File: src/rtl/systolic_west_feeder.sv
// West-edge feeder: FIFO-buffered tiles are released as gap-free bursts with diagonal row skew.
// Optional build macro FEEDER_ZERO_GATE_EN forces lane data to zero whenever that lane is not valid.
module systolic_west_feeder #(
  parameter int ROWS   = 4,
  parameter int DATA_W = 8,
  parameter int DEPTH  = 8
) (
  input  logic                     clk,
  input  logic                     rst,
  input  logic                     in_valid,
  output logic                     in_ready,
  input  logic [ROWS*DATA_W-1:0]   in_data,
  input  logic                     in_switch,
  input  logic                     in_last,
  output logic [ROWS*DATA_W-1:0]   row_input,
  output logic [ROWS-1:0]          row_valid,
  output logic [ROWS-1:0]          row_switch,
  output logic                     busy,
  output logic                     tile_done,
  output logic                     err_underrun
);

  localparam int AW  = (DEPTH > 1) ? $clog2(DEPTH) : 1;
  localparam int EW  = ROWS*DATA_W + 2;
  localparam int DCW = $clog2(ROWS) + 1;

  typedef enum logic [1:0] {
    IDLE,
    STREAM,
    DRAIN
  } state_t;

  state_t state, state_next;

  logic [EW-1:0]           mem [DEPTH];
  logic [AW:0]             wr_ptr, rd_ptr, count;
  logic [AW:0]             last_cnt, last_cnt_next;
  logic [DCW-1:0]          drain_cnt, drain_cnt_next;
  logic                    full, empty, push, pop;
  logic [EW-1:0]           head;
  logic [ROWS*DATA_W-1:0]  head_data;
  logic                    head_switch, head_last;
  logic [ROWS-1:0]         valid_pipe, switch_pipe, last_pipe;

  // FIFO bookkeeping
  assign count     = wr_ptr - rd_ptr;
  assign full      = (count == (AW+1)'(DEPTH));
  assign empty     = (count == '0);
  assign in_ready  = ~full;
  assign push      = in_valid & ~full;
  assign pop       = (state == STREAM) & ~empty;

  assign head        = mem[rd_ptr[AW-1:0]];
  assign head_data   = head[EW-1:2];
  assign head_switch = head[1];
  assign head_last   = head[0];

  always_ff @(posedge clk) begin
    if (push) mem[wr_ptr[AW-1:0]] <= {in_data, in_switch, in_last};
  end

  always_comb begin
    last_cnt_next = last_cnt;
    case ({push & in_last, pop & head_last})
      2'b10:   last_cnt_next = last_cnt + 1'b1;
      2'b01:   last_cnt_next = last_cnt - 1'b1;
      default: last_cnt_next = last_cnt;
    endcase
  end

  always_comb begin
    state_next     = state;
    drain_cnt_next = drain_cnt;
    case (state)
      IDLE: begin
        if (last_cnt != '0 || full) state_next = STREAM;
      end
      STREAM: begin
        // Leave only once the final queued tile has popped its last beat.
        if (pop && head_last && last_cnt_next == '0) begin
          if (ROWS > 1) begin
            state_next     = DRAIN;
            drain_cnt_next = DCW'(ROWS-1);
          end else begin
            state_next = IDLE;
          end
        end
      end
      DRAIN: begin
        if (drain_cnt <= DCW'(1)) state_next = IDLE;
        else                      drain_cnt_next = drain_cnt - 1'b1;
      end
      default: state_next = IDLE;
    endcase
  end

  always_ff @(posedge clk or negedge rst) begin
    if (!rst) begin
      state        <= IDLE;
      drain_cnt    <= '0;
      wr_ptr       <= '0;
      rd_ptr       <= '0;
      last_cnt     <= '0;
      err_underrun <= 1'b0;
      valid_pipe   <= '0;
      switch_pipe  <= '0;
      last_pipe    <= '0;
    end else begin
      state     <= state_next;
      drain_cnt <= drain_cnt_next;
      last_cnt  <= last_cnt_next;
      if (push) wr_ptr <= wr_ptr + 1'b1;
      if (pop)  rd_ptr <= rd_ptr + 1'b1;
      if (state == STREAM && empty) err_underrun <= 1'b1;
      // Bit r of each pipe is the pop-point flag delayed r cycles, i.e. lane r.
      valid_pipe  <= (valid_pipe  << 1) | ROWS'(pop);
      switch_pipe <= (switch_pipe << 1) | ROWS'(pop & head_switch);
      last_pipe   <= (last_pipe   << 1) | ROWS'(pop & head_last);
    end
  end

  assign row_valid  = valid_pipe;
  assign row_switch = switch_pipe;
  assign tile_done  = last_pipe[ROWS-1];
  assign busy       = (state != IDLE);

  for (genvar r = 0; r < ROWS; r++) begin : g_lane
    localparam int CHW = (r+1)*DATA_W;
    logic [CHW-1:0]    chain;
    logic [DATA_W-1:0] stage0_next;

`ifdef FEEDER_ZERO_GATE_EN
    assign stage0_next = pop ? head_data[r*DATA_W +: DATA_W] : '0;
`else
    assign stage0_next = pop ? head_data[r*DATA_W +: DATA_W] : chain[DATA_W-1:0];
`endif

    // Stage 0 is the pop point; the oldest stage (top slice) drives the lane.
    always_ff @(posedge clk or negedge rst) begin
      if (!rst) chain <= '0;
      else      chain <= (chain << DATA_W) | CHW'(stage0_next);
    end

    assign row_input[r*DATA_W +: DATA_W] = chain[CHW-1 -: DATA_W];
  end

endmodule

File: config.mk
export PLATFORM = sky130hd
export DESIGN_NAME = systolic_west_feeder
export DESIGN_NICKNAME = d
export VERILOG_FILES = /design/src/rtl/systolic_west_feeder.sv
export SDC_FILE = /design/constraint.sdc
export NUM_CORES = 1
export LEC_CHECK = 0
export BUFFER_PORTS_ARGS = -buffer_cell sky130_fd_sc_hd__buf_2
export CAP_MARGIN = 20
export CORE_MARGIN = 2
export CORE_UTILIZATION = 35
export CTS_CLUSTER_DIAMETER = 100
export DETAILED_ROUTE_END_ITERATION = 10
export HOLD_SLACK_MARGIN = 0.1
export PLACE_DENSITY_LB_ADDON = 0.1
export SLEW_MARGIN = 0
export SYNTH_ARGS = -nofsm -noshare
export SYNTH_HDL_FRONTEND = slang
export SYNTH_SLANG_ARGS = --single-unit
File: constraint.sdc
create_clock -name clk -period 5.1 [get_ports clk]
set_clock_uncertainty 0.2 [all_clocks]
set_input_delay 0.255 -clock clk [delete_from_list [all_inputs] [get_ports clk]]
set_output_delay 0.255 -clock clk [all_outputs]
set_load 0.01 [all_outputs]
==> After elaboration in Yosys (flattened, before gate mapping) <==
Memories as Yosys holds them, arrays and structs flattened.
Index checks and enable logic that the tools add are counted.
{ "totals": {"regBits": 110, "latch_bits": 0, "ram_bits": 272, "romBits": 0, "input_bits": 37, "output_inout_bits": 44, "word_cells": 69, "n_memories": 1} }
{ "classes": {"addsub": 6, "multipliers": 0, "n_div": 0, "magnitude_cmp": 1, "n_eq_ne": 9, "n_shift": 0, "n_mux": 13, "bitwise": 14, "reduce_logical": 12} }
{ "mem_list": {"columns": ["name", "words", "width", "rd", "rd_clocked_by_memory_dff", "wr", "line_no", "source"], "rows": [
  ["mem", 8, 34, 1, 0, 1, "35", "logic [EW-1:0] mem [DEPTH];"]
]} }
{ "op_table": {"columns": ["operator", "count"], "rows": [
  ["32-bit by 8-bit OR with 32-bit output", 1],
  ["8-bit 2-to-1 mux", 3],
  ["24-bit by 8-bit OR with 24-bit output", 1],
  ["16-bit by 8-bit OR with 16-bit output", 1],
  ["4-bit by 1-bit adder with 4-bit output, second input constant", 3],
  ["4-bit by 1-bit OR with 4-bit output", 3],
  ["4-bit logical NOT", 2],
  ["2-bit inequality test, second input constant", 4],
  ["4-bit one-hot mux with 2 select lines", 1],
  ["1-bit bitwise AND", 6],
  ["2-bit 2-to-1 mux", 3],
  ["3-bit 2-to-1 mux", 2],
  ["2-bit one-hot mux with 3 select lines", 1],
  ["3-bit one-hot mux with 2 select lines", 1],
  ["3-bit AND reduction", 2],
  ["2-bit by 1-bit == test with 1-bit output, second input constant", 2],
  ["2-bit == test, second input constant", 2],
  ["4-bit == test, second input constant", 1],
  ["2-bit nonzero test", 2],
  ["4-bit nonzero test", 1],
  ["4-bit by 1-bit subtractor with 4-bit output, second input constant", 1],
  ["4-bit subtractor", 1],
  ["3-bit by 1-bit less-or-equal comparator with 1-bit output, second input constant", 1],
  ["1-bit logical AND", 3],
  ["other kinds (5)", 7]
]} }

==> Longest topological paths before layout <==
{ "depth": {"depth_word": 11, "mapped_depth": 19, "ltp_nobuf": 15} }

==> Least setup slack after synthesis <==
Ideal clock, no wire load.
{ "synth_path": {"kind": "reg-to-reg", "from": "reg rd_ptr[2]", "to": "mem mem[0][0] (netlist bit) (enable)", "setup_ps": 467, "arrival_time_ps": 4447, "required_ps": 4433, "path_slack_ps": -15, "path_stages_with_launch": 11, "n_path_buf": 3, "period_less_slack_ps": 5115, "path_cell_list": "dfrtp_1 clkbuf_1 clkinv_1 clkbuf_1 ha_1 a21oi_1 nand3_1 or4b_1 buf_2 nand3_1 nor3_1"} }
{ "synth_via": {"elab_chain_cells": 6} }
{ "synth_rtl": {"columns": ["element", "line_no", "source"], "rows": [
  ["from (decl)", "36", "logic [AW:0] wr_ptr, rd_ptr, count;"],
  ["from (signal assigned)", "113", "if (pop) rd_ptr <= rd_ptr + 1'b1;"],
  ["4-bit subtractor", "46", "assign count = wr_ptr - rd_ptr;"],
  ["4-bit == test", "47", "assign full = (count == (AW+1)'(DEPTH));"],
  ["1-bit NOT", null, null],
  ["named net in_ready", "11", "output logic in_ready,"],
  ["1-bit bitwise AND", "50", "assign push = in_valid & ~full;"],
  ["1-bit 2-to-1 mux", "59", "if (push) mem[wr_ptr[AW-1:0]] <= {in_data, in_switch, in_last};"],
  ["1-bit 2-to-1 mux (not written as such)", "59", null],
  ["to (decl)", "35", null]
]} }
The timed path passes the listed nets, and every way through them passes these cells.

==> Worst setup path in the final report <==
{ "layout_path": {"from": "reg rd_ptr[1]", "to": "reg drain_cnt[2]"} }
{ "layout_via": {"elab_chain_cells": 11, "elab_cells_between_ends": 18, "cone_classes": "add/sub: 1; eq/ne: 4; mux: 1; bitwise: 6; reduce/logical: 5; memory: 1"} }
{ "layout_rtl": {"columns": ["element", "line_no", "source"], "rows": [
  ["4-bit subtractor", "46", null],
  ["4-bit == test or 4-bit logical NOT (tied branches)", "47, 48", null],
  ["1-bit NOT (on tied branches)", "50, 51", null],
  ["1-bit bitwise AND (on tied branches)", "50, 51", null],
  ["1-bit bitwise AND", "64", "case ({push & in_last, pop & head_last})"],
  ["2-bit by 1-bit == test with 1-bit output or 2-bit == test (tied branches)", "64", null],
  ["4-bit one-hot mux with 2 select lines", "64", null],
  ["4-bit logical NOT", "80", "if (pop && head_last && last_cnt_next == '0) begin"],
  ["1-bit logical AND (*)", "80", null],
  ["2-bit inequality test (no source line) (*)", null, null],
  ["3-bit AND reduction (no source line) (*)", null, null],
  ["to (signal assigned)", "110", "drain_cnt <= drain_cnt_next;"],
  ["to (decl)", "38", "logic [DCW-1:0] drain_cnt, drain_cnt_next;"]
]} }
Mark *: on every way between the ends. The rest lies on a longest branch, timed or not.
A chain may end at the register's enable or synchronous reset.

==> summary by stage <==
Power and ir drop
The reported net switching power is 0.00328 W. The switching share of power is a little under a third. The peak supply drop is 0.498 mV. Combinational logic is responsible for around 29% of the overall power. The power per standard cell area is 627 nW/µm². The internal portion of the total power is approximately 0.0072 W.

The static leakage is 5.96 nW. The power share of the clock group is 27.4%. Sequential cells account for between 40 and 50% of the total power.

CTS
The number of post-CTS setup repair buffers is 0. The tree is rooted in a clkbuf_16. The clock transition time at the flip-flop clock pins of the worst setup and hold paths is 50 ps.

The clock tree from TritonCTS is yes. The number of resized instances in the post-cts repair step is 0. The count of clock tree sinks is 382. The largest buffer count on any clock path is 3. The clock tree synthesis step divided the H-tree into 2 levels. The TritonCTS buffer count is 42. Clock latency on the worst-skew pair, taken at its later pin, is 550 ps.

Global route
The first global-routing pass estimated 45,100 µm of wire. The largest net degree at the start of global routing is 59. Global routing consumed, over all layers together, around 15% of the routing resources.

The number of global-route vias before repair came to 7,440. The remaining global-route overflow is 0. The initial antenna violation count is 2.

Routing
The average detailed-routed wire length per instance is 20.7 µm. The number of detailed-routing iterations run before antenna repair is 4. The DRC violation count after routing is 0. The violation count after the first detailed-route iteration is 298.

The detail route stage leaves a number of antenna-violating nets equal to 0. The wire length after detailed routing is 29,400 µm. The total via count in the routed design is between 6,000 and 7,000. Using the TritonRoute via totals, the vias-per-cell ratio works out to 4.78.

Worst setup path
The endpoint of the most critical register-to-register path is drain_cnt[2]$_DFFE_PN0P_. The critical path's largest stage delay is ~670 ps. The maximum fanout along the worst path is 26.

The worst setup path is captured at a flop. Walking the worst path, the cells encountered are inv_1, ha_1, a21oi_1, a21oi_1, or4b_1, nand3_1, ha_1, xor2_1, ha_1, a21oi_1, xnor2_1, nand2_1, xor2_1, nand4bb_2, a32o_1. The slowest stage of the critical path belongs to the cell dfrtp_4. The kind of launch point of the worst setup path is a flop.

The critical path is of the flop to flop type. Data on the critical path is required at its endpoint by between 5000 and 6000 ps. The depth of the worst register-to-register path is 15.

The reg-to-reg critical path startpoint is rd_ptr[1]$_DFFE_PN0N_. The setup slack on the worst flop-to-flop path is 990 ps. Data arrives at the worst endpoint at roughly 4300 ps.

Finish
The register area is 10,900 µm². The fraction of layout instances using a drive strength above 1 is a little over a quarter. The final net count is 906.

Summing all multi-input logic gate instances after layout gives 2820 µm². The area added between synthesis and finish is 18.8%. Fill cells in the final layout number around 3,600. The area of all placed cells without fillers is 16,700 µm².

Worst hold path
The worst hold path cell count is 0. The worst hold path belongs to the class flop to flop. The critical hold path startpoint is last_pipe[0]$_DFF_PN0_. For hold timing, the worst endpoint is last_pipe[1]$_DFF_PN0_.

Floorplanning
The die is slightly above 200 µm wide. The initial standard-cell utilization of the core is between 30% and 40%. After floorplanning, the core was divided into 73 placement rows.

For this design the top-level I/O count stands at 81. The die footprint is approximately 42,000 µm². The height of the die is 204 µm. The total area inside the core boundary comes to slightly below 40,000 µm².

Run
Across the run, the number of max-cap violations was 0.

Placement
Prior to clock tree synthesis, the placed netlist has a worst setup slack of 990 ps. The weighted congestion at the end of routability-driven global placement is 0.690. The area after detailed placement is 15,000 µm². Detailed placement ended at an HPWL of around 15,000 µm. The count of input and output buffers is 80.

Synth
The net count after synthesis is 782. The synthesized netlist cell count is ~740. The share of synthesized area in the top cell type comes to 58.2%. By area the synthesized netlist is led by edfxtp_1, dfrtp_1, mux4_2. The average instance in the mapped netlist occupies 19.1 µm². In this run, distinct cell masters in the synthesized netlist total 41. Counting flops with a built-in enable in the synthesized netlist gives 272. The cell area after synthesis is ~14,000 µm². The async set or reset register ratio after synthesis is 28.8%. During synthesis, Yosys emitted a total of 0 warnings. The largest total area in the synthesized netlist belongs to edfxtp_1. The synthesized design contains 382 register bits.

In the synthesized netlist the dominant register cell turns out to be edfxtp_1. The post-synthesis sequential area ratio is 77.8%.

Timing
The least setup slack across all paths after layout is 993 ps. After layout, the minimum clock period comes to slightly above 4000 ps. Across all hold checks on the routed design, the worst slack comes to about 150 ps.

For the pin with the worst max-slew slack, the measured transition is 874 ps. In the finished design, the share of the clock period the worst path needs comes to 80.5%. The total count of max-transition violations in the final report is 0. The maximum achievable frequency is 0.243 GHz. The worst max-slew margin expressed relative to the limit is 41.6%.

Setup violations remaining at the end of the flow were counted as 0. The hold violation count in the final report came to 0. Setup repair after global routing left no endpoint under its margin. The setup TNS is 0 ps.

Status
The run finished with clean final reports.
power groups by stage:
stage	registers (W)	logic [W]	clock network, W
finish	0.00451	0.00306	0.00287
global route	0.00460	0.00340	0.00308
CTS	0.00454	0.00317	0.00296
detailed placement	0.00459	0.00314	0
global placement	0.00456	0.00309	0
floorplan	0.00448	0.00230	0
area by class of cell:
cell class | instances | share of cell area (%)
clock inverter | 15 | 0.773
sequential | 382 | 65.6
clock buffer | 62 | 7.07
inverter | 8 | 0.180
antenna | 2 | 0.0300
tap | 525 | 3.94
timing repair buffer | 135 | 5.53
multi-input combinational | 290 | 16.9
placed cells by master, fill, tap and decap left out, drive strengths merged, types with 2 or more instances in the layout:
cell,instances
ha,10
xnor2,6
xor2,6
bufinv,2
buf,98
inv,9
clkinvlp,2
diode,2
dfrtp,110
dlygate4sd3,37
o21ai,2
nor2,43
edfxtp,272
nand2,78
mux4,68
nor2b,5
nand3,5
clkinv,10
a31oi,34
mux2,2
nor3,4
clkbuf,62
nand2b,4
a21oi,7
what timing repair did:
item | CTS | global route
hold endpoints to repair | 386 | 0
endpoints found under the setup margin | 0 | 0
hold buffers | 37 | 0
worst max-delay path by stage:
stage / start / end / slack (ps) / cells after the start
after floorplan: rd_ptr[2]$_DFFE_PN0N_ / mem[1][0]$_DFFE_PP_ / 50 / 10
after global placement: rd_ptr[1]$_DFFE_PN0N_ / drain_cnt[2]$_DFFE_PN0P_ / 1140 / 15
after detailed placement: rd_ptr[1]$_DFFE_PN0N_ / drain_cnt[2]$_DFFE_PN0P_ / 990 / 15
after CTS: rd_ptr[1]$_DFFE_PN0N_ / drain_cnt[2]$_DFFE_PN0P_ / 960 / 15
after global routing: rd_ptr[1]$_DFFE_PN0N_ / drain_cnt[2]$_DFFE_PN0P_ / 710 / 13
final: rd_ptr[1]$_DFFE_PN0N_ / drain_cnt[2]$_DFFE_PN0P_ / 990 / 15
cell families (layout without fill, tap and decap cells):
family,Yosys count,in the layout,share of synthesized area [%]
DFF,382,382,77.8
muxes,71,71,11.1
AOI/OAI and AO/OA,50,50,2.30
xor gates and xnor gates,12,12,0.749
and+or+nand+nor,147,147,4.50
buffers and inverters,63,220,2.57
other,0,2,0
adders and majority gates,10,10,0.892
critical path: cells and delay by family, from the launching register on:
family | cells | cell delay, ps
xor+xnor | 3 | 460
simple gates | 4 | 1100
compound gates | 4 | 760
fa+ha+maj | 3 | 680
buf+inv | 1 | 120
flops | 1 | 670
state kept, by name, summed over array words and instances, names as in the netlist, named ones only:
name / cells
mem: 272
last_pipe: 4
row_valid: 4
rd_ptr: 4
err_underrun: 1
wr_ptr: 4
last_cnt: 4
drain_cnt: 3
row_switch: 4
g_lane.chain: 56
state: 2
metrics by stage:
step | util, % | power (W) | std cells
3_3_place_gp | 37.8 | 0.00765 | 1303
3_5_place_dp | 37.8 | 0.00774 | 1303
5_1_grt | 42.0 | 0.0111 | 1419
4_1_cts | 42.0 | 0.0107 | 1417
2_1_floorplan | - | 0.00677 | 735
6_report | 42.0 | 0.0104 | 1419
per-layer routing:
| layer | track usage, % | share of wire (%) | vias to the layer above |
|---|---|---|---|
| met5 | 0 | 0 | - |
| met4 | 6.26 | 3.1 | 0 |
| met3 | 2.61 | 3.4 | 66 |
| met2 | 24.7 | 49 | 122 |
| met1 | 19.1 | 44 | 3550 |
| li1 | - | - | 3044 |
synthesized netlist by cell type (2+ instances only):
master    instances
nand2b_1          4
nor2_1           43
xnor2_1           6
mux4_2           68
buf_4            29
nor3_1            4
inv_1             7
mux2_2            2
nand3_1           4
edfxtp_1        272
xor2_1            6
ha_1             10
buf_1             2
o21ai_0           2
nand2_1          78
clkbuf_1         12
a21oi_1           6
nor2b_1           4
a31oi_1          34
dfrtp_1         110
buf_2            12
Power figures use the tool's default switching activity.
